## src/rtl/adsr_envelope.sv

```systemverilog
// ADSR amplitude envelope.
// Scales a signed 24-bit oscillator sample by a 16-bit envelope level. The level
// advances on a prescaled tick (one tick every DIV clk48m cycles). Gate edges are
// seen on every clock and override a coincident tick.
// Build option: define EXP_RELEASE_EN for an exponential release tail
// (step = (level >> release_rate[3:0]) + 1); otherwise the release is linear.
module adsr_envelope #(
    parameter int unsigned DIV = 1000
) (
    input  logic        clk48m,
    input  logic        rst,
    input  logic        gate,
    input  logic [15:0] attack_rate,
    input  logic [15:0] decay_rate,
    input  logic [15:0] sustain_level,
    input  logic [15:0] release_rate,
    input  logic [23:0] sample_in,
    output logic [23:0] sample_out,
    output logic [15:0] env_level,
    output logic        active
);

    localparam int unsigned CW = $clog2(DIV);

    typedef enum logic [2:0] {
        IDLE    = 3'd0,
        ATTACK  = 3'd1,
        DECAY   = 3'd2,
        SUSTAIN = 3'd3,
        RELEASE = 3'd4
    } state_t;

    state_t               state;
    logic [CW-1:0]        prescale;
    logic                 tick;
    logic                 gate_d;
    logic                 rise;
    logic                 fall;
    logic [16:0]          attack_sum;
    logic                 attack_full;
    logic                 decay_hold;
    logic [15:0]          decay_diff;
    logic                 decay_done;
    logic [16:0]          release_step;
    logic                 release_done;
    logic signed [40:0]   product;

    assign tick = (prescale == CW'(DIV - 1));
    assign rise = gate & ~gate_d;
    assign fall = ~gate & gate_d;

    // Free-running envelope prescaler, wraps at DIV-1.
    always_ff @(posedge clk48m or posedge rst) begin
        if (rst) begin
            prescale <= '0;
        end else if (tick) begin
            prescale <= '0;
        end else begin
            prescale <= prescale + CW'(1);
        end
    end

    // Gate history for edge detection.
    always_ff @(posedge clk48m or posedge rst) begin
        if (rst) begin
            gate_d <= 1'b0;
        end else begin
            gate_d <= gate;
        end
    end

    // Per-phase next-level arithmetic and end-of-phase conditions.
    always_comb begin
        attack_sum  = {1'b0, env_level} + {1'b0, attack_rate};
        attack_full = (attack_rate == 16'h0000) || attack_sum[16] ||
                      (attack_sum[15:0] == 16'hffff);
        decay_hold  = (env_level <= sustain_level);
        decay_diff  = env_level - sustain_level;
        decay_done  = (decay_rate == 16'h0000) || (decay_diff <= decay_rate);
`ifdef EXP_RELEASE_EN
        release_step = {1'b0, env_level >> release_rate[3:0]} + 17'd1;
        release_done = ({1'b0, env_level} <= release_step);
`else
        release_step = {1'b0, release_rate};
        release_done = (release_rate == 16'h0000) ||
                       ({1'b0, env_level} <= release_step);
`endif
    end

    // Envelope state machine: gate edges first, then tick-driven level steps.
    always_ff @(posedge clk48m or posedge rst) begin
        if (rst) begin
            state     <= IDLE;
            env_level <= 16'h0000;
            active    <= 1'b0;
        end else if (rise) begin
            // Retrigger keeps the current level.
            state  <= ATTACK;
            active <= 1'b1;
        end else if (fall) begin
            if ((state == ATTACK) || (state == DECAY) || (state == SUSTAIN)) begin
                state <= RELEASE;
            end else begin
                state <= state;
            end
        end else if (tick) begin
            case (state)
                IDLE: begin
                    env_level <= 16'h0000;
                    active    <= 1'b0;
                end
                ATTACK: begin
                    if (attack_full) begin
                        env_level <= 16'hffff;
                        state     <= DECAY;
                    end else begin
                        env_level <= attack_sum[15:0];
                    end
                end
                DECAY: begin
                    if (decay_hold) begin
                        state <= SUSTAIN;
                    end else if (decay_done) begin
                        env_level <= sustain_level;
                        state     <= SUSTAIN;
                    end else begin
                        env_level <= env_level - decay_rate;
                    end
                end
                SUSTAIN: begin
                    env_level <= sustain_level;
                end
                RELEASE: begin
                    if (release_done) begin
                        env_level <= 16'h0000;
                        state     <= IDLE;
                        active    <= 1'b0;
                    end else begin
                        env_level <= env_level - release_step[15:0];
                    end
                end
                default: begin
                    env_level <= 16'h0000;
                    state     <= IDLE;
                    active    <= 1'b0;
                end
            endcase
        end else begin
            state <= state;
        end
    end

    // Signed sample times unsigned level; keep bits 39:16 (floor division by 2^16).
    always_comb begin
        product = $signed(sample_in) * $signed({1'b0, env_level});
    end

    // Registered scaled output.
    always_ff @(posedge clk48m or posedge rst) begin
        if (rst) begin
            sample_out <= 24'h000000;
        end else begin
            sample_out <= product[39:16];
        end
    end

endmodule

```

## config.mk

```make
export PLATFORM = sky130hd
export DESIGN_NAME = adsr_envelope
export DESIGN_NICKNAME = d
export VERILOG_FILES = /design/src/rtl/adsr_envelope.sv
export SDC_FILE = /design/constraint.sdc
export NUM_CORES = 1
export LEC_CHECK = 0
export ABC_AREA = 1
export BUFFER_PORTS_ARGS = -buffer_cell sky130_fd_sc_hd__buf_4
export CAP_MARGIN = 10
export CORE_ASPECT_RATIO = 1.4
export CORE_MARGIN = 4
export CORE_UTILIZATION = 30
export CTS_CLUSTER_DIAMETER = 80
export CTS_CLUSTER_SIZE = 12
export DETAILED_ROUTE_END_ITERATION = 8
export GPL_TIMING_DRIVEN = 0
export PLACE_DENSITY = 0.43
export SYNTH_ARGS = -nofsm -noshare
export SYNTH_HDL_FRONTEND = slang
export SYNTH_SLANG_ARGS = --single-unit
```

## constraint.sdc

```tcl
create_clock -name clk48m -period 7 [get_ports clk48m]
set_input_delay 2.1 -clock clk48m [delete_from_list [all_inputs] [get_ports clk48m]]
set_output_delay 2.1 -clock clk48m [all_outputs]
set_load 0.02 [all_outputs]
```

==> flow_summary.toml <==
[die]
rows = 112
die_area_mm2 = 0.0721
chipHeight_um = 316
start_util_pct = 30.4
ios = 132
die_w_um = 228
coreArea_mm2 = 0.0670

[sta]
setup_violations = 4
fmax_ghz = 0.141
tns_ps = -102
rsz0062_at_grt = "yes"
clock_skew_ps = 22.2
worstMarginPinSlew_ps = 1010
slew_headroom_pct = 32.7
post-route-period-util_pct = 101
hold_viol = 0
slew_viol_final = 0
whs_ps = 532
fin_crit_ps = 7070
setup_ws_ps = -72.3

[power_and_ir_drop]
peakVddDrop_v = 0.0000681
p_leak_uw = 0.0140
combPwrFrac_pct = 44.4
p_total_uw = 1110
p_clk_share_pct = 25.5
p_per_area_mw_per_mm2 = 44.7
p_int_uw = 647
power_frac_seq_pct = 30.0
p_sw_share_pct = 41.8
switching_power_uw = 465

[synthesis]
avgSynthCellArea_um2 = 7.39
ys_seq_elements = 55
synth_top_area_share_pct = 36.8
synth.largest_area_cell = "fa_1"
synth-edff-count = 0
netlist_top_cells_area = "fa_1, inv_1, nand2_1"
synthesis.nets = 3395
synth_area_mm2 = 0.0203
ys_async_sr_fraction_pct = 100
synthCells = 2752
ys.flop_type = "dfrtp_1"
netlist_top_cells_count = "inv_1, nand2_1, fa_1, ha_1, a21oi_1"
yosysMostFrequentCell = "inv_1"
seq_area_frac_synth_pct = 6.77
ys_types = 47
yosys_warnings = 0

[critical_path]
cp.required_ps = 7200
arrival_ps = 7280
worst-setup-path-type = "input port to register"
crit_path_start_kind = "input port"
end_kind = "register"
critPathMaxFanout = 8

[placement]
hpwl_um = 67200
placement.io_buffers = 109
gp_congestion = 0.940
dp_cells = 3717

[route]
drt_iter0_drc = 752
num_vias = 18000
routed_via_density = 4.73
wl_per_cell_um = 20.7
drc = 0
routed_wl_um = 78500
detail-route-antenna-nets = 0
first_pass_iters = 5

[cts]
clk_pin_slew_worst_paths_ps = 90
root_buffer = "clkbuf_16"
insertion_delay_ps = 330
cts_tree = "built"
cts_sinks = 55
htree_levels = 2
ctsLongestPathBuffers = 2
cts_buffers = 5

[final_layout]
stdcell_count = 3800
drive_gt1_share_pct = 16.8
finish.net_count = 3587
antenna_cells = 0
area_growth_pct = 22.4

[global_routing]
grt_first_pass_wirelength_um = 119000
grt_overflow_total = 0
track_usage_pct = 22.0
grt_pass1_vias = 20200
grt_max_degree = 32
antenna_found_initial = 1

[outcome]
status = "complete, but fails checks"
violations = "setup timing"

[flow_run]
max-cap-violations = 0

[worst_hold_path]
hold_class = "register to register"
[worst paths after layout]
path / depth (start not counted) / from / slack (ps) / end
max: 22 / sample_in[12] / -70 / sample_out[23]$_DFF_PP0_
min: 1 / prescale[3]$_DFF_PP0_ / 530 / prescale[3]$_DFF_PP0_
max reg2reg: 21 / env_level[3]$_DFFE_PP0P_ / 70 / sample_out[23]$_DFF_PP0_
min reg2reg: 1 / prescale[3]$_DFF_PP0_ / 530 / prescale[3]$_DFF_PP0_
max in group asynchronous: 3 / rst / 4570 / env_level[0]$_DFFE_PP0P_
min in group asynchronous: 2 / rst / 1840 / sample_out[5]$_DFF_PP0_
[flip-flops by register name (all words and copies together), names as in the netlist]
register,flops
active,1
env_level,16
gate_d,1
prescale,10
sample_out,24
state,3
[area by class of cell]
cell class | instances | area [um^2]
inverter | 736 | 2760
buffer | 101 | 1110
sequential | 55 | 1380
tap | 855 | 1070
clock buffer | 5 | 125
fill | 7028 | 42100
timing repair buffer | 186 | 1530
clock inverter | 3 | 28.8
multi-input combinational | 1859 | 16900
[routing by layer]
layer | global-route usage [%] | up-vias | part of all wire [%]
met5 | 0 | - | 0.017
met2 | 44.3 | 406 | 56
met3 | 1.67 | 161 | 2.8
met1 | 21.6 | 8918 | 34
met4 | 13.8 | 2 | 7.6
li1 | - | 8491 | -
[placed cells by master (no fill, tap or decap), types with 10 or more instances in the layout]
| cell type | instances |
|---|---|
| clkbuf_1 | 43 |
| fa_1 | 336 |
| clkbuf_16 | 31 |
| o21ai_0 | 57 |
| a21oi_1 | 97 |
| dfrtp_1 | 55 |
| nand2_1 | 673 |
| xnor2_1 | 31 |
| nand3_1 | 58 |
| inv_2 | 41 |
| nand2_4 | 16 |
| nand4_1 | 11 |
| buf_4 | 172 |
| nor4_1 | 14 |
| fa_2 | 38 |
| ha_4 | 26 |
| nor2_1 | 94 |
| nor2_2 | 15 |
| nand2_2 | 36 |
| ha_1 | 151 |
| nand3b_1 | 10 |
| inv_1 | 695 |
| o21a_1 | 10 |
| a21oi_2 | 15 |
| xor2_1 | 48 |
| o21ai_1 | 16 |
[critical path, stage by stage]
cell and delay, ps:
clkbuf_16 140, clkbuf_16 160, buf_4 110, nand2_1 60, fa_1 570, inv_1 60
fa_1 560, fa_1 440, fa_1 460, fa_1 490, inv_1 60, fa_2 620
inv_2 70, ha_4 320, nand2_1 100, nor2_2 150, inv_2 90, nor4_4 170
nand2_1 140, nand3_4 140, a31oi_4 100, xnor2_2 150
[power groups by stage]
stage | Clock, uW | Sequential [uW] | Combinational [uW]
3_5_place_dp | 0 | 341 | 440
6_report | 284 | 334 | 494
2_1_floorplan | 0 | 338 | 255
5_1_grt | 302 | 337 | 539
3_3_place_gp | 0 | 340 | 436
4_1_cts | 297 | 335 | 490
[kinds of logic (layout without fill, tap and decap cells)]
group | count (synthesis) | in the layout | synth area share, %
compound gates | 262 | 262 | 7.27
flops | 55 | 55 | 6.77
xor+xnor | 83 | 83 | 3.57
simple gates | 962 | 962 | 19.1
fa+ha+maj | 552 | 552 | 47.8
buf+inv | 838 | 1031 | 15.5
[what timing repair did]
item,4_1_cts,5_1_grt
setup buffers,41,33
endpoints found under the setup margin,24,20
gates cloned,4,0
hold buffers,0,0
pin swaps,89,109
gates resized for setup,216,183
[stage by stage]
step	cell area, um^2	worst slack [ps]	utilization, %
2_1_floorplan	20600	-86.0	-
3_3_place_gp	22500	-1290	33.6
3_5_place_dp	22500	-1330	33.7
4_1_cts	24100	-105	36.0
5_1_grt	24900	-304	37.2
6_report	24900	-72.3	37.2
No activity file was read; power rests on OpenSTA's default activity.
